### src/rtl/fft_input_loader_if.sv
// Interface between the FFT input loader and its neighbours.
// It carries the natural-order sample stream and the dual-port RAM write bus.
interface fft_input_loader_if #(
  parameter int word_size     = 16,
  parameter int address_width = 5
);
  logic [word_size-1:0]     in_samp;
  logic                     in_valid;
  logic                     in_ready;
  logic                     wr_en;
  logic [address_width-1:0] wr_addr1;
  logic [address_width-1:0] wr_addr2;
  logic [word_size-1:0]     wr_samp1;
  logic [word_size-1:0]     wr_samp2;

  // master: sample source / RAM observer side; slave: the loader itself
  modport master (
    output in_samp, in_valid,
    input  in_ready, wr_en, wr_addr1, wr_addr2, wr_samp1, wr_samp2
  );

  modport slave (
    input  in_samp, in_valid,
    output in_ready, wr_en, wr_addr1, wr_addr2, wr_samp1, wr_samp2
  );
endinterface

### src/rtl/fft_input_loader.sv
// Loads one N-point frame of natural-order samples into the FFT sample RAM,
// writing even/odd sample pairs at bit-reversed addresses.
//
// Handshake: a sample is consumed on a rising edge where in_valid && in_ready;
// in_ready is high exactly while in LOAD, and in_valid has no effect otherwise.
module fft_input_loader #(
  parameter int N             = 32,
  parameter int word_size     = 16,
  parameter int address_width = $clog2(N)
) (
  input  logic                clk,
  input  logic                reset,
  input  logic                start,
  fft_input_loader_if.slave   bus,
  output logic                busy,
  output logic                done,
  output logic [1:0]          dbg_state_o
);

  typedef enum logic [1:0] {
    IDLE = 2'd0,
    LOAD = 2'd1,
    DONE = 2'd2
  } state_t;

  localparam logic [address_width-1:0] LAST = address_width'(N - 1);

  function automatic logic [address_width-1:0] bitrev(input logic [address_width-1:0] a);
    logic [address_width-1:0] r;
    r = '0;
    for (int i = 0; i < address_width; i++) r[i] = a[address_width-1-i];
    return r;
  endfunction

  state_t                   state_q, state_d;
  logic [address_width-1:0] count_q, count_d;
  logic [word_size-1:0]     hold_q, hold_d;
  logic                     wr_en_q, wr_en_d;
  logic [address_width-1:0] addr1_q, addr1_d;
  logic [address_width-1:0] addr2_q, addr2_d;
  logic [word_size-1:0]     samp1_q, samp1_d;
  logic [word_size-1:0]     samp2_q, samp2_d;
  logic                     ready_q, ready_d;
  logic                     busy_q, busy_d;
  logic                     done_q, done_d;
  logic                     accept;

  assign accept = (state_q == LOAD) && bus.in_valid;

  always_comb begin
    state_d = state_q;
    count_d = count_q;
    hold_d  = hold_q;
    wr_en_d = 1'b0;
    addr1_d = addr1_q;
    addr2_d = addr2_q;
    samp1_d = samp1_q;
    samp2_d = samp2_q;
    case (state_q)
      IDLE: begin
        if (start) begin
          state_d = LOAD;
          count_d = '0;
        end
      end
      LOAD: begin
        if (accept) begin
          if (!count_q[0]) begin
            hold_d = bus.in_samp;
          end else begin
            // The even partner index is count with its LSB cleared.
            wr_en_d = 1'b1;
            addr1_d = bitrev({count_q[address_width-1:1], 1'b0});
            addr2_d = bitrev(count_q);
            samp1_d = hold_q;
            samp2_d = bus.in_samp;
          end
          if (count_q == LAST) begin
            state_d = DONE;
            count_d = '0;
          end else begin
            count_d = count_q + 1'b1;
          end
        end
      end
      DONE:    state_d = IDLE;
      default: state_d = IDLE;
    endcase
    // Flag outputs are decoded from the next state so they are registered.
    ready_d = (state_d == LOAD);
    busy_d  = (state_d == LOAD);
    done_d  = (state_d == DONE);
  end

  always_ff @(posedge clk or negedge reset) begin
    if (!reset) begin
      state_q <= IDLE;
      count_q <= '0;
      hold_q  <= '0;
      wr_en_q <= 1'b0;
      addr1_q <= '0;
      addr2_q <= '0;
      samp1_q <= '0;
      samp2_q <= '0;
      ready_q <= 1'b0;
      busy_q  <= 1'b0;
      done_q  <= 1'b0;
    end else begin
      state_q <= state_d;
      count_q <= count_d;
      hold_q  <= hold_d;
      wr_en_q <= wr_en_d;
      addr1_q <= addr1_d;
      addr2_q <= addr2_d;
      samp1_q <= samp1_d;
      samp2_q <= samp2_d;
      ready_q <= ready_d;
      busy_q  <= busy_d;
      done_q  <= done_d;
    end
  end

  assign bus.in_ready = ready_q;
  assign bus.wr_en    = wr_en_q;
  assign bus.wr_addr1 = addr1_q;
  assign bus.wr_addr2 = addr2_q;
  assign bus.wr_samp1 = samp1_q;
  assign bus.wr_samp2 = samp2_q;
  assign busy         = busy_q;
  assign done         = done_q;
  assign dbg_state_o  = state_q;

endmodule

### src/flat_wrapper.sv
// flat-port wrapper written by rule: the top's interface ports become plain ports
module fft_input_loader_flat 
#(
  parameter int N             = 32,
  parameter int word_size     = 16,
  parameter int address_width = $clog2(N)
)
  (clk, reset, start, busy, done, dbg_state_o, bus_in_samp, bus_in_valid, bus_in_ready, bus_wr_en, bus_wr_addr1, bus_wr_addr2, bus_wr_samp1, bus_wr_samp2);
  fft_input_loader_if #(.word_size(word_size), .address_width(address_width)) bus_i ();
  input  logic clk;
  input  logic reset;
  input  logic start;
  output logic busy;
  output logic done;
  output logic [1:0] dbg_state_o;
  input wire logic [$bits(bus_i.in_samp)-1:0] bus_in_samp;
  input wire logic [$bits(bus_i.in_valid)-1:0] bus_in_valid;
  output wire logic [$bits(bus_i.in_ready)-1:0] bus_in_ready;
  output wire logic [$bits(bus_i.wr_en)-1:0] bus_wr_en;
  output wire logic [$bits(bus_i.wr_addr1)-1:0] bus_wr_addr1;
  output wire logic [$bits(bus_i.wr_addr2)-1:0] bus_wr_addr2;
  output wire logic [$bits(bus_i.wr_samp1)-1:0] bus_wr_samp1;
  output wire logic [$bits(bus_i.wr_samp2)-1:0] bus_wr_samp2;
  assign bus_i.in_samp = bus_in_samp;
  assign bus_i.in_valid = bus_in_valid;
  assign bus_in_ready = bus_i.in_ready;
  assign bus_wr_en = bus_i.wr_en;
  assign bus_wr_addr1 = bus_i.wr_addr1;
  assign bus_wr_addr2 = bus_i.wr_addr2;
  assign bus_wr_samp1 = bus_i.wr_samp1;
  assign bus_wr_samp2 = bus_i.wr_samp2;
  fft_input_loader #(.N(N), .word_size(word_size), .address_width(address_width)) u_core (.clk(clk), .reset(reset), .start(start), .bus(bus_i), .busy(busy), .done(done), .dbg_state_o(dbg_state_o));
endmodule
### config.mk
export PLATFORM = sky130hd
export DESIGN_NAME = fft_input_loader_flat
export DESIGN_NICKNAME = d
export VERILOG_FILES = /design/src/rtl/fft_input_loader_if.sv /design/src/rtl/fft_input_loader.sv /design/src/flat_wrapper.sv
export SDC_FILE = /design/constraint.sdc
export NUM_CORES = 1
export LEC_CHECK = 0
export ABC_AREA = 0
export BUFFER_PORTS_ARGS = -buffer_cell sky130_fd_sc_hd__buf_2
export CAP_MARGIN = 5
export CORE_ASPECT_RATIO = 0.9
export CORE_UTILIZATION = 50
export CTS_BUF_LIST = sky130_fd_sc_hd__clkbuf_4
export DETAILED_ROUTE_END_ITERATION = 12
export MAX_ROUTING_LAYER = met4
export PLACE_DENSITY_LB_ADDON = 0.08
export SETUP_SLACK_MARGIN = 0.5
export SLEW_MARGIN = 0
export SYNTH_ARGS = -nofsm -noshare
export SYNTH_HDL_FRONTEND = slang
export SYNTH_SLANG_ARGS = --single-unit
### constraint.sdc
create_clock -name clk -period 2.1 [get_ports clk]
set_input_delay 0.105 -clock clk [delete_from_list [all_inputs] [get_ports clk]]
set_output_delay 0.105 -clock clk [all_outputs]
set_load 0.02 [all_outputs]
==> results.tsv <==
metric	value	unit
PnR worst setup slack	0.5398	ns
Rows	24	
drt total wl	4643	um
crit-path max FO	4	
crit path time final	1.560	ns
outcome	finished clean	
1st-pass router iterations	4	
worst hold path type	in2reg	
WP data arrival	1.91	ns
Yosys warnings	0	
layout net count	276	
static leakage	0.001594	uW
Reg2Reg Setup Slack	0.54	ns
CP Launch Type	flop	
Pwr Density	1254	nW/um2
vias in the first global route	1645	
routed vias/inst	4.960	
vias	1597	
Synth Register Bits	63	
max-cap viol count	0	
Fin. Hold Viols	0	
DRC	0	
placeable core area	4895	um2
FF-to-FF Start	u_core.count_q[1]	
Worst EP required	2.45	ns
first-pass GRT wire length	7659	um
endpoints failing setup	0	
post-route design area	3279	um2
Die Footprint	5434	um2
DIE HEIGHT	70.03	um
Die Wd	77.59	um
Hold Path Depth	3	
Worst-Margin Slew	0.7554	ns
clk root buf	clkbuf_4	
I/O pins	68	
initial antenna violation count	0	
Syn Inst Count	161	
CP Capture Type	flop	
number of flops mapped to enable cells by yosys	0	
1st-iter DRT viols	41	
Cell Count, Final, Fillers Out	322	
relative max-transition margin	49.64	%
RSZ-0062 raised after global routing	true	
synth unique cells	28	
detailed placement HPWL	3048	um
Setup Skew	0.01153	ns
DP Worst Slack	0.4144	ns
Min-Delay Startpoint	start	
Hold Worst Slack	0.06397	ns
GPL Wtd Cong	0.7977	
clk sinks	63	
Setup TNS Final	0	ns
final worst-path cycle share	74.30	%
highest clock rate	640.9	MHz
asr flop ratio synth	100.0	%
synthesis-to-finish area growth	27.54	%
number of buffers inserted by port buffering	66	
fin. max-slew vios	0	
Syn Area/Cell	15.97	um2
clock latency on the worst-skew pair	0.40	ns
Initial Utilization	52.53	%
kind of critical path	reg2reg	
Placed Instance Area	2923	um2
CTS tree	done	
Top FF cell, synth	dfrtp_1	
post-route ant nets	0	
# diodes	0	
RR Endpoint	u_core.count_q[3]	
wire per inst	14.42	um
Mapped Area	2571	um2
Worst Reg-to-Reg Cells	5	
CTS clock-pin slew for the worst setup and hold paths	0.10	ns
end of the worst hold path	u_core.dbg_state_o[0]	
total CTS buffers	9	
clk buf depth	2	
number of H-tree levels	3	
syn_nets	183	
layout cells sized above 1	58.37	%
grt ovf	0	
register area share after synthesis	61.31	%
VDD IR-drop max	0.0006331	V
largest net degree at the start of global routing	64	
DP Cell Count	283	
overall global routing resource usage	19.82	%
synthesized netlist by cell type (2+ instances only):
| cell type | n | area [um2] |
|---|---|---|
| nand2_1 | 2 | 7.510 |
| o21ai_0 | 4 | 20.02 |
| buf_4 | 6 | 45.04 |
| nand3_1 | 2 | 10.01 |
| o31ai_1 | 5 | 37.54 |
| mux2_2 | 34 | 382.9 |
| and2_1 | 2 | 12.51 |
| dfrtp_1 | 63 | 1577 |
| ha_1 | 2 | 25.02 |
| buf_6 | 5 | 56.30 |
| a311oi_1 | 2 | 17.52 |
| mux2_4 | 18 | 270.3 |
registers in the layout, indices dropped and copies added, names as in the netlist:
name / count
u_core.bus.wr_addr2: 5
u_core.bus.wr_samp1: 16
u_core.bus.wr_en: 1
u_core.dbg_state_o: 2
u_core.done: 1
u_core.bus.wr_samp2: 16
u_core.bus.in_ready: 1
u_core.hold_q: 16
u_core.count_q: 5
cells in the final DEF, fill, tap and decap left out, types with 2 or more instances in the layout:
master	instances
buf_4	9
dfrtp_1	60
o31ai_1	5
clkbuf_4	10
clkinv_1	4
nand2_1	2
buf_2	66
and2_1	2
mux2_4	18
o21ai_0	4
ha_4	2
a311oi_1	2
mux2_2	34
dfrtp_2	3
dlygate4sd3_1	18
repair_timing:
item,CTS,global route
endpoints found under the setup margin,46,43
pin swaps,1,3
gates resized for setup,3,6
hold endpoints to repair,97,0
buffers inserted,4,3
hold buffers,18,0
layer usage:
layer | vias up | part of all wire (%) | GRT usage, %
li1 | 754 | - | -
met1 | 783 | 45 | 23.52
met2 | 55 | 49 | 30.09
met3 | 5 | 5.9 | 9.150
met4 | 0 | 0.80 | 6.289
met5 | - | 0 | -
where the power goes:
part,internal (uW),switching [uW]
sequential,1650,251
combinational,773,838
clock,228,375
cells by family (layout without fill, tap and decap cells):
group           after synthesis  in the layout  share of synthesized area (%)
flops                        63             63                          61.31
fa+ha+maj                     2              2                         0.9731
mux                          53             53                          25.79
other cells                   1              1                         0.1458
buf+inv                      14            110                          4.427
simple gates                 17             17                          4.429
compound gates               11             11                          2.920
per-stage QoR:
step	total power, uW	util, %
2_1_floorplan	2994	-
3_3_place_gp	3396	59.71
3_5_place_dp	3469	59.71
4_1_cts	4137	65.98
5_1_grt	4377	67.00
6_report	4112	67.00
worst max path at each step:
stage               depth (start not counted)             startpoint                     end
global placement                            5      u_core.count_q[0]       u_core.count_q[3]
finish                                      5      u_core.count_q[1]       u_core.count_q[3]
CTS                                         4  u_core.dbg_state_o[0]        u_core.hold_q[0]
detailed placement                          4  u_core.dbg_state_o[1]  u_core.bus.wr_samp1[6]
global route                                4  u_core.dbg_state_o[1]  u_core.bus.wr_addr2[2]
floorplan                                   5  u_core.dbg_state_o[0]       u_core.hold_q[10]
worst max-delay path, cell delays in order (launching register included):
cell,delay (ns)
dfrtp_1,0.42
ha_4,0.17
and3_4,0.18
ha_4,0.16
or4_4,0.48
nand3_2,0.09
layout make-up:
type                    count  area [um2]
clock buffers              10       75.07
well taps                  65       81.33
clock inverters             4       15.01
inverters                   1       3.754
fillers                   374        1615
repair buffers             95       604.3
flip-flops and latches     63        1580
multi-input cells          84       919.6
(Power assumes the default switching activity.)
